`config.mk`:
```
export PLATFORM = sky130hd
export DESIGN_NAME = oam_dma_ctrl
export DESIGN_NICKNAME = d
export VERILOG_FILES = /design/src/rtl/oam_dma_ctrl_pkg.sv /design/src/rtl/oam_dma_ctrl.sv
export SDC_FILE = /design/constraint.sdc
export NUM_CORES = 1
export LEC_CHECK = 0
export ABC_AREA = 1
export CORE_ASPECT_RATIO = 0.5
export CORE_MARGIN = 5
export CORE_UTILIZATION = 50
export DETAILED_ROUTE_END_ITERATION = 6
export PLACE_DENSITY = 0.8
export SLEW_MARGIN = 10
export SYNTH_ARGS = -nofsm -noshare
export SYNTH_HDL_FRONTEND = slang
export SYNTH_SLANG_ARGS = --single-unit
```
`constraint.sdc`:
```
create_clock -name clk -period 2.5 [get_ports clk]
set_clock_uncertainty 0.05 [all_clocks]
set_input_delay 0.25 -clock clk [delete_from_list [all_inputs] [get_ports clk]]
set_output_delay 0.25 -clock clk [all_outputs]
set_load 0.01 [all_outputs]
```
`src/rtl/oam_dma_ctrl_pkg.sv`:
```
`default_nettype none
// ============================================================================
// Module      : oam_dma_ctrl_pkg
// Description : Shared constants and state type for the sprite (OAM) DMA
//               engine behind the $4014 register.
// Revision    : 1.0 - initial release
// ============================================================================
package oam_dma_ctrl_pkg;

   // CPU address whose write starts a sprite DMA
   localparam logic [15:0] c_dma_reg_addr   = 16'h4014;
   // Sprite RAM size, also the default bytes per transfer
   localparam int          c_oam_size       = 256;
   // Dummy halt cycles that let the CPU reach a read-aligned point
   localparam int          c_align_cycles   = 1;

   typedef enum logic [2:0] {
      ST_IDLE  = 3'd0,
      ST_ALIGN = 3'd1,
      ST_READ  = 3'd2,
      ST_WAIT  = 3'd3,
      ST_WRITE = 3'd4,
      ST_DONE  = 3'd5
   } dma_state_e;

   // True for a CPU write cycle that targets the DMA trigger register
   function automatic logic is_dma_trigger(input logic [15:0] addr,
                                           input logic        we,
                                           input logic [15:0] reg_addr);
      return we && (addr == reg_addr);
   endfunction

endpackage : oam_dma_ctrl_pkg
`default_nettype wire

```
`src/rtl/oam_dma_ctrl.sv`:
```
`default_nettype none
// ============================================================================
// Module      : oam_dma_ctrl
// Description : Sprite DMA engine. A CPU write to the trigger register halts
//               the CPU and copies XFER_LEN bytes from page {data,8'h00}
//               (read via mem_ctrl) into sprite RAM starting at OAMADDR.
//               All outputs are registered.
// Revision    : 1.0 - initial release
// ============================================================================
module oam_dma_ctrl
   import oam_dma_ctrl_pkg::*;
#(
   parameter logic [15:0] DMA_REG_ADDR = c_dma_reg_addr,
   parameter int          XFER_LEN     = c_oam_size,
   parameter int          ALIGN_CYCLES = c_align_cycles
) (
   input  logic        clk,
   input  logic        rst,
   input  logic [15:0] cpu_addr,
   input  logic [7:0]  cpu_data,
   input  logic        cpu_write_en,
   input  logic [7:0]  oam_base_addr,
   input  logic        mem_busy,
   input  logic [7:0]  mem_rd_data,
   output logic [15:0] mem_addr,
   output logic        mem_read_en,
   output logic [7:0]  spram_addr,
   output logic [7:0]  spram_wdata,
   output logic        spram_we,
   output logic        cpu_halt_req,
   output logic        dma_busy,
   output logic        dma_done
);

   // Index of the final byte; count is 9 bits so a 256-byte run still ends
   localparam logic [8:0] c_last_idx   = 9'(XFER_LEN - 1);
   // Final alignment cycle; unused when ALIGN_CYCLES is 0 (ALIGN is skipped)
   localparam logic [7:0] c_align_last = 8'(ALIGN_CYCLES - 1);

   dma_state_e  state_q, state_d;
   logic [7:0]  page_q, page_d;
   logic [7:0]  ptr_q, ptr_d;
   logic [8:0]  count_q, count_d;
   logic [7:0]  align_cnt_q, align_cnt_d;
   logic [15:0] mem_addr_q, mem_addr_d;
   logic        mem_read_en_q, mem_read_en_d;
   logic [7:0]  spram_addr_q, spram_addr_d;
   logic [7:0]  spram_wdata_q, spram_wdata_d;
   logic        spram_we_q, spram_we_d;
   logic        halt_q, halt_d;
   logic        done_q, done_d;

   // Next-state, datapath and registered-output logic; outputs are derived
   // from the next state so they line up with the state they belong to
   always_comb begin
      state_d       = state_q;
      page_d        = page_q;
      ptr_d         = ptr_q;
      count_d       = count_q;
      align_cnt_d   = align_cnt_q;
      mem_addr_d    = mem_addr_q;
      spram_addr_d  = spram_addr_q;
      spram_wdata_d = spram_wdata_q;

      case (state_q)
         ST_IDLE: begin
            if (is_dma_trigger(cpu_addr, cpu_write_en, DMA_REG_ADDR)) begin
               page_d      = cpu_data;
               ptr_d       = oam_base_addr;
               count_d     = 9'd0;
               align_cnt_d = 8'd0;
               state_d     = (ALIGN_CYCLES == 0) ? ST_READ : ST_ALIGN;
            end
         end
         ST_ALIGN: begin
            align_cnt_d = align_cnt_q + 8'd1;
            if (align_cnt_q == c_align_last) begin
               state_d = ST_READ;
            end
         end
         ST_READ: begin
            state_d = ST_WAIT;
         end
         ST_WAIT: begin
            // Data is valid on the first non-busy cycle after the request
            if (!mem_busy) begin
               spram_wdata_d = mem_rd_data;
               spram_addr_d  = ptr_q;
               state_d       = ST_WRITE;
            end
         end
         ST_WRITE: begin
            ptr_d   = ptr_q + 8'd1;
            count_d = count_q + 9'd1;
            state_d = (count_q == c_last_idx) ? ST_DONE : ST_READ;
         end
         ST_DONE: begin
            state_d = ST_IDLE;
         end
         default: begin
            state_d = ST_IDLE;
         end
      endcase

      // Low address byte is the byte index only; no carry into the page
      if (state_d == ST_READ) begin
         mem_addr_d = {page_d, count_d[7:0]};
      end

      mem_read_en_d = (state_d == ST_READ);
      spram_we_d    = (state_d == ST_WRITE);
      halt_d        = (state_d != ST_IDLE);
      done_d        = (state_d == ST_DONE);
   end

   // State and output registers; reset aborts any transfer in flight
   always_ff @(posedge clk) begin
      if (!rst) begin
         state_q       <= ST_IDLE;
         page_q        <= 8'd0;
         ptr_q         <= 8'd0;
         count_q       <= 9'd0;
         align_cnt_q   <= 8'd0;
         mem_addr_q    <= 16'd0;
         mem_read_en_q <= 1'b0;
         spram_addr_q  <= 8'd0;
         spram_wdata_q <= 8'd0;
         spram_we_q    <= 1'b0;
         halt_q        <= 1'b0;
         done_q        <= 1'b0;
      end else begin
         state_q       <= state_d;
         page_q        <= page_d;
         ptr_q         <= ptr_d;
         count_q       <= count_d;
         align_cnt_q   <= align_cnt_d;
         mem_addr_q    <= mem_addr_d;
         mem_read_en_q <= mem_read_en_d;
         spram_addr_q  <= spram_addr_d;
         spram_wdata_q <= spram_wdata_d;
         spram_we_q    <= spram_we_d;
         halt_q        <= halt_d;
         done_q        <= done_d;
      end
   end

   assign mem_addr     = mem_addr_q;
   assign mem_read_en  = mem_read_en_q;
   assign spram_addr   = spram_addr_q;
   assign spram_wdata  = spram_wdata_q;
   assign spram_we     = spram_we_q;
   assign cpu_halt_req = halt_q;
   assign dma_busy     = halt_q;
   assign dma_done     = done_q;

endmodule : oam_dma_ctrl
`default_nettype wire

```
==> impl_metrics.env <==
export IMPL_outcome="finished clean"
export IMPL_drt_drc_violations_left=0
export IMPL_share_clk_of_total_power=0.498
export IMPL_yosys_warnings=0
export IMPL_design_portCount=81
export IMPL_tritoncts_buffers=9
export IMPL_final_net_count=648
export IMPL_rsz0062_at_grt="false"
export IMPL_clock_latency_ns=0.33
export IMPL_place_detailed_hpwl_um=6090
export IMPL_synth_area_per_cell_um2=6.69
export IMPL_design_core_area_mm2=0.00673
export IMPL_filler_cell_count=601
export IMPL_tns_ns=0
export IMPL_post_cts_buffers=0
export IMPL_tightestPinTransition_ns=0.649
export IMPL_grt_start_max_net_pins=34
export IMPL_last_weighted_congestion_value_of_the_routability_driven_placer=0.812
export IMPL_timing_hold_worst_start="count_q[8]"
export IMPL_net_load_switching_power_mw=0.536
export IMPL_first_global_vias=3002
export IMPL_vias=3362
export IMPL_fp_dieW_um=128
export IMPL_postSynthNetCount=568
export IMPL_cts_hold_buffers_added=0
export IMPL_highest_routed_layer="met4"
export IMPL_maxSlewViolCount=0
export IMPL_postCtsResizedCells=0
export IMPL_syn_cell_area_mm2=0.00347
export IMPL_hold_class="reg -> reg"
export IMPL_crit_end="mem_addr[15]"
export IMPL_cts_sinks=72
export IMPL_number_of_distinct_library_cell_variants_in_the_gate_level_netlist_after_synthesis=30
export IMPL_yosysSeqAreaShare=0.415
export IMPL_h_tree_depth=3
export IMPL_met3_wirelength_um=417
export IMPL_fin_crit_ns=2.12
export IMPL_tritoncts_clock_tree="built"
export IMPL_io_buffers=80
export IMPL_max_clock_freq_ghz=0.472
export IMPL_timing_max_slew_rel_slack=0.566
export IMPL_combinationalPowerShare=0.048
export IMPL_critical_path_startpoint_type="flop"
export IMPL_power_switching_share=0.212
export IMPL_grt_first_pass_wirelength_um=13800
export IMPL_worstPathRequired_ns=2.68
export IMPL_internal_power_mw=1.99
export IMPL_grt_antenna_before_repair=0
export IMPL_final_hold_worst_slack_ns=0.425
export IMPL_grt_total_usage=0.200
export IMPL_power_per_cell_area_mw_per_mm2=546
export IMPL_r2r_end="mem_addr[15]"
export IMPL_setup_violations=0
export IMPL_cp_arrival_ns=2.30
export IMPL_finalHoldViolations=0
export IMPL_sequentialPowerShare=0.454
export IMPL_startpoint="count_q[0]"
export IMPL_starting_density_of_the_core=0.517
export IMPL_antenna_left=0
export IMPL_timing_critical_path_to_type="flop"
export IMPL_cts_buffer_depth=2
export IMPL_design_die_area_mm2=0.00882
export IMPL_portion_of_the_clock_cycle_consumed_by_the_worst_path_in_the_final_layout=0.847
export IMPL_detail_route_wirelength_met1_um=3900
export IMPL_globalRouteOverflowTotal=0
export IMPL_reg2reg_setup_slack_ns=0.38
export IMPL_chipHeight_um=68.9
export IMPL_area_growth_pct=33.3
export IMPL_critical_path_peak_fanout=9
export IMPL_vias_per_cell=4.83
export IMPL_cts_root_buffer_cell="sky130_fd_sc_hd__clkbuf_16"
export IMPL_dr_pass1_iterations=4
export IMPL_r2r_cells=14
export IMPL_clk_pin_slew_worst_paths_ns=0.06
export IMPL_cap_violations=0
export IMPL_syn_inst=519
export IMPL_avgRoutedWirePerCell_um=12.0
export IMPL_count_of_routing_violations_after_the_opening_detailed_route_iteration=231
export IMPL_peakVddDrop_uv=516
export IMPL_floorplan_rows=21
export IMPL_route_final_wire_length_um=8330
export IMPL_met2RoutedLength_um=3890
export IMPL_synth_seq_cells=72
export IMPL_criticalPathCategory="reg -> reg"
export IMPL_final_layout_size_suffix_gt1_frac=0.0728
export IMPL_power_leakage_nw=1.93
export IMPL_diodes=0
export IMPL_r2r_start="count_q[0]"
## cells in the mapped netlist (all sizes together)
cell / count / area, um2
xor2: 1 / 8.76
nand3: 31 / 180
nand2: 129 / 497
nor3b: 1 / 12.5
nand4: 13 / 87.6
a31oi: 5 / 31.3
or2: 5 / 31.3
buf: 8 / 63.8
ha: 5 / 62.6
o31ai: 1 / 7.51
inv: 72 / 270
a21oi: 27 / 135
clkinv: 1 / 3.75
nor2: 100 / 395
dfxtp: 72 / 1440
nand3b: 2 / 15.0
o21ai: 33 / 165
nor3: 5 / 36.3
clkbuf: 8 / 30.0
## sequential cells by signal, indices dropped and copies added (netlist names)
name,count
spram_addr,8
ptr_q,8
dma_done,1
cpu_halt_req,1
mem_addr,16
align_cnt_q,8
mem_read_en,1
state_q,3
spram_wdata,8
count_q,9
page_q,8
spram_we,1
## critical path: stages, from the launching register on
cell	delay, ns
sky130_fd_sc_hd__dfxtp_1	0.33
sky130_fd_sc_hd__ha_1	0.24
sky130_fd_sc_hd__nand3_1	0.13
sky130_fd_sc_hd__nor2_1	0.05
sky130_fd_sc_hd__nand2_1	0.07
sky130_fd_sc_hd__nor2_1	0.04
sky130_fd_sc_hd__ha_1	0.19
sky130_fd_sc_hd__nand2_2	0.08
sky130_fd_sc_hd__nand2_1	0.06
sky130_fd_sc_hd__nor2_2	0.20
sky130_fd_sc_hd__nand2_1	0.14
sky130_fd_sc_hd__nor2_4	0.24
sky130_fd_sc_hd__nand2_1	0.08
sky130_fd_sc_hd__nand2_1	0.07
sky130_fd_sc_hd__nor2_1	0.04
## power by group through the flow
stage,Clock [mW],Sequential [mW],Combinational (mW)
floorplan,0,1.17,0.0386
global placement,0,1.17,0.120
detailed placement,0,1.17,0.121
CTS,1.28,1.15,0.122
global route,1.34,1.15,0.132
finish,1.26,1.15,0.122
## cell type report
class | instances | area (um2) | area share
multi-input combinational | 358 | 1670 | 0.360
sequential | 72 | 1440 | 0.311
timing repair buffer | 85 | 838 | 0.181
inverter | 73 | 274 | 0.0592
clock buffer | 9 | 225 | 0.0486
tap | 92 | 115 | 0.0249
clock inverter | 7 | 72.6 | 0.0157
## cells in the final DEF (no fill, tap or decap), types with 2 or more instances in the layout
cell / n
sky130_fd_sc_hd__a21oi_1: 27
sky130_fd_sc_hd__a31oi_1: 5
sky130_fd_sc_hd__buf_4: 5
sky130_fd_sc_hd__clkbuf_16: 9
sky130_fd_sc_hd__clkdlybuf4s50_1: 80
sky130_fd_sc_hd__clkinv_2: 2
sky130_fd_sc_hd__clkinv_4: 2
sky130_fd_sc_hd__clkinvlp_4: 2
sky130_fd_sc_hd__dfxtp_1: 72
sky130_fd_sc_hd__ha_1: 5
sky130_fd_sc_hd__inv_1: 68
sky130_fd_sc_hd__inv_2: 4
sky130_fd_sc_hd__nand2_1: 126
sky130_fd_sc_hd__nand2_2: 2
sky130_fd_sc_hd__nand3_1: 29
sky130_fd_sc_hd__nand3_4: 2
sky130_fd_sc_hd__nand3b_1: 2
sky130_fd_sc_hd__nand4_1: 12
sky130_fd_sc_hd__nor2_1: 94
sky130_fd_sc_hd__nor2_2: 5
sky130_fd_sc_hd__nor3_1: 4
sky130_fd_sc_hd__o21ai_0: 32
sky130_fd_sc_hd__or2_2: 5
## kinds of logic after synthesis
kind of cell    synth area share
buf+inv                    0.106
compound gates            0.0976
simple gates               0.361
flops                      0.415
fa+ha+maj                 0.0180
xor+xnor                 0.00252
## per-layer routing
metal / vias to the layer above / track usage
met4: 0 / 0.0701
met5: - / 0
li1: 1788 / -
met3: 10 / 0.0608
met2: 78 / 0.336
met1: 1486 / 0.248
## worst min-delay path by stage
stage | end | depth (start not counted)
2_1_floorplan | ptr_q[2] | 2
3_3_place_gp | count_q[8] | 2
3_5_place_dp | count_q[8] | 2
4_1_cts | count_q[8] | 2
5_1_grt | ptr_q[5] | 3
6_report | count_q[8] | 2
## metrics by stage
stage,util,cells,setup WS [ns],power [mW],area (um2)
2_1_floorplan,-,519,0.624,1.21,3470
3_5_place_dp,0.644,680,0.398,1.29,4330
6_report,0.689,696,0.382,2.53,4630
5_1_grt,0.689,696,0.201,2.62,4630
3_3_place_gp,0.644,680,0.453,1.29,4330
4_1_cts,0.689,696,0.387,2.55,4630
Note: power is estimated with default switching activity, not from simulation.
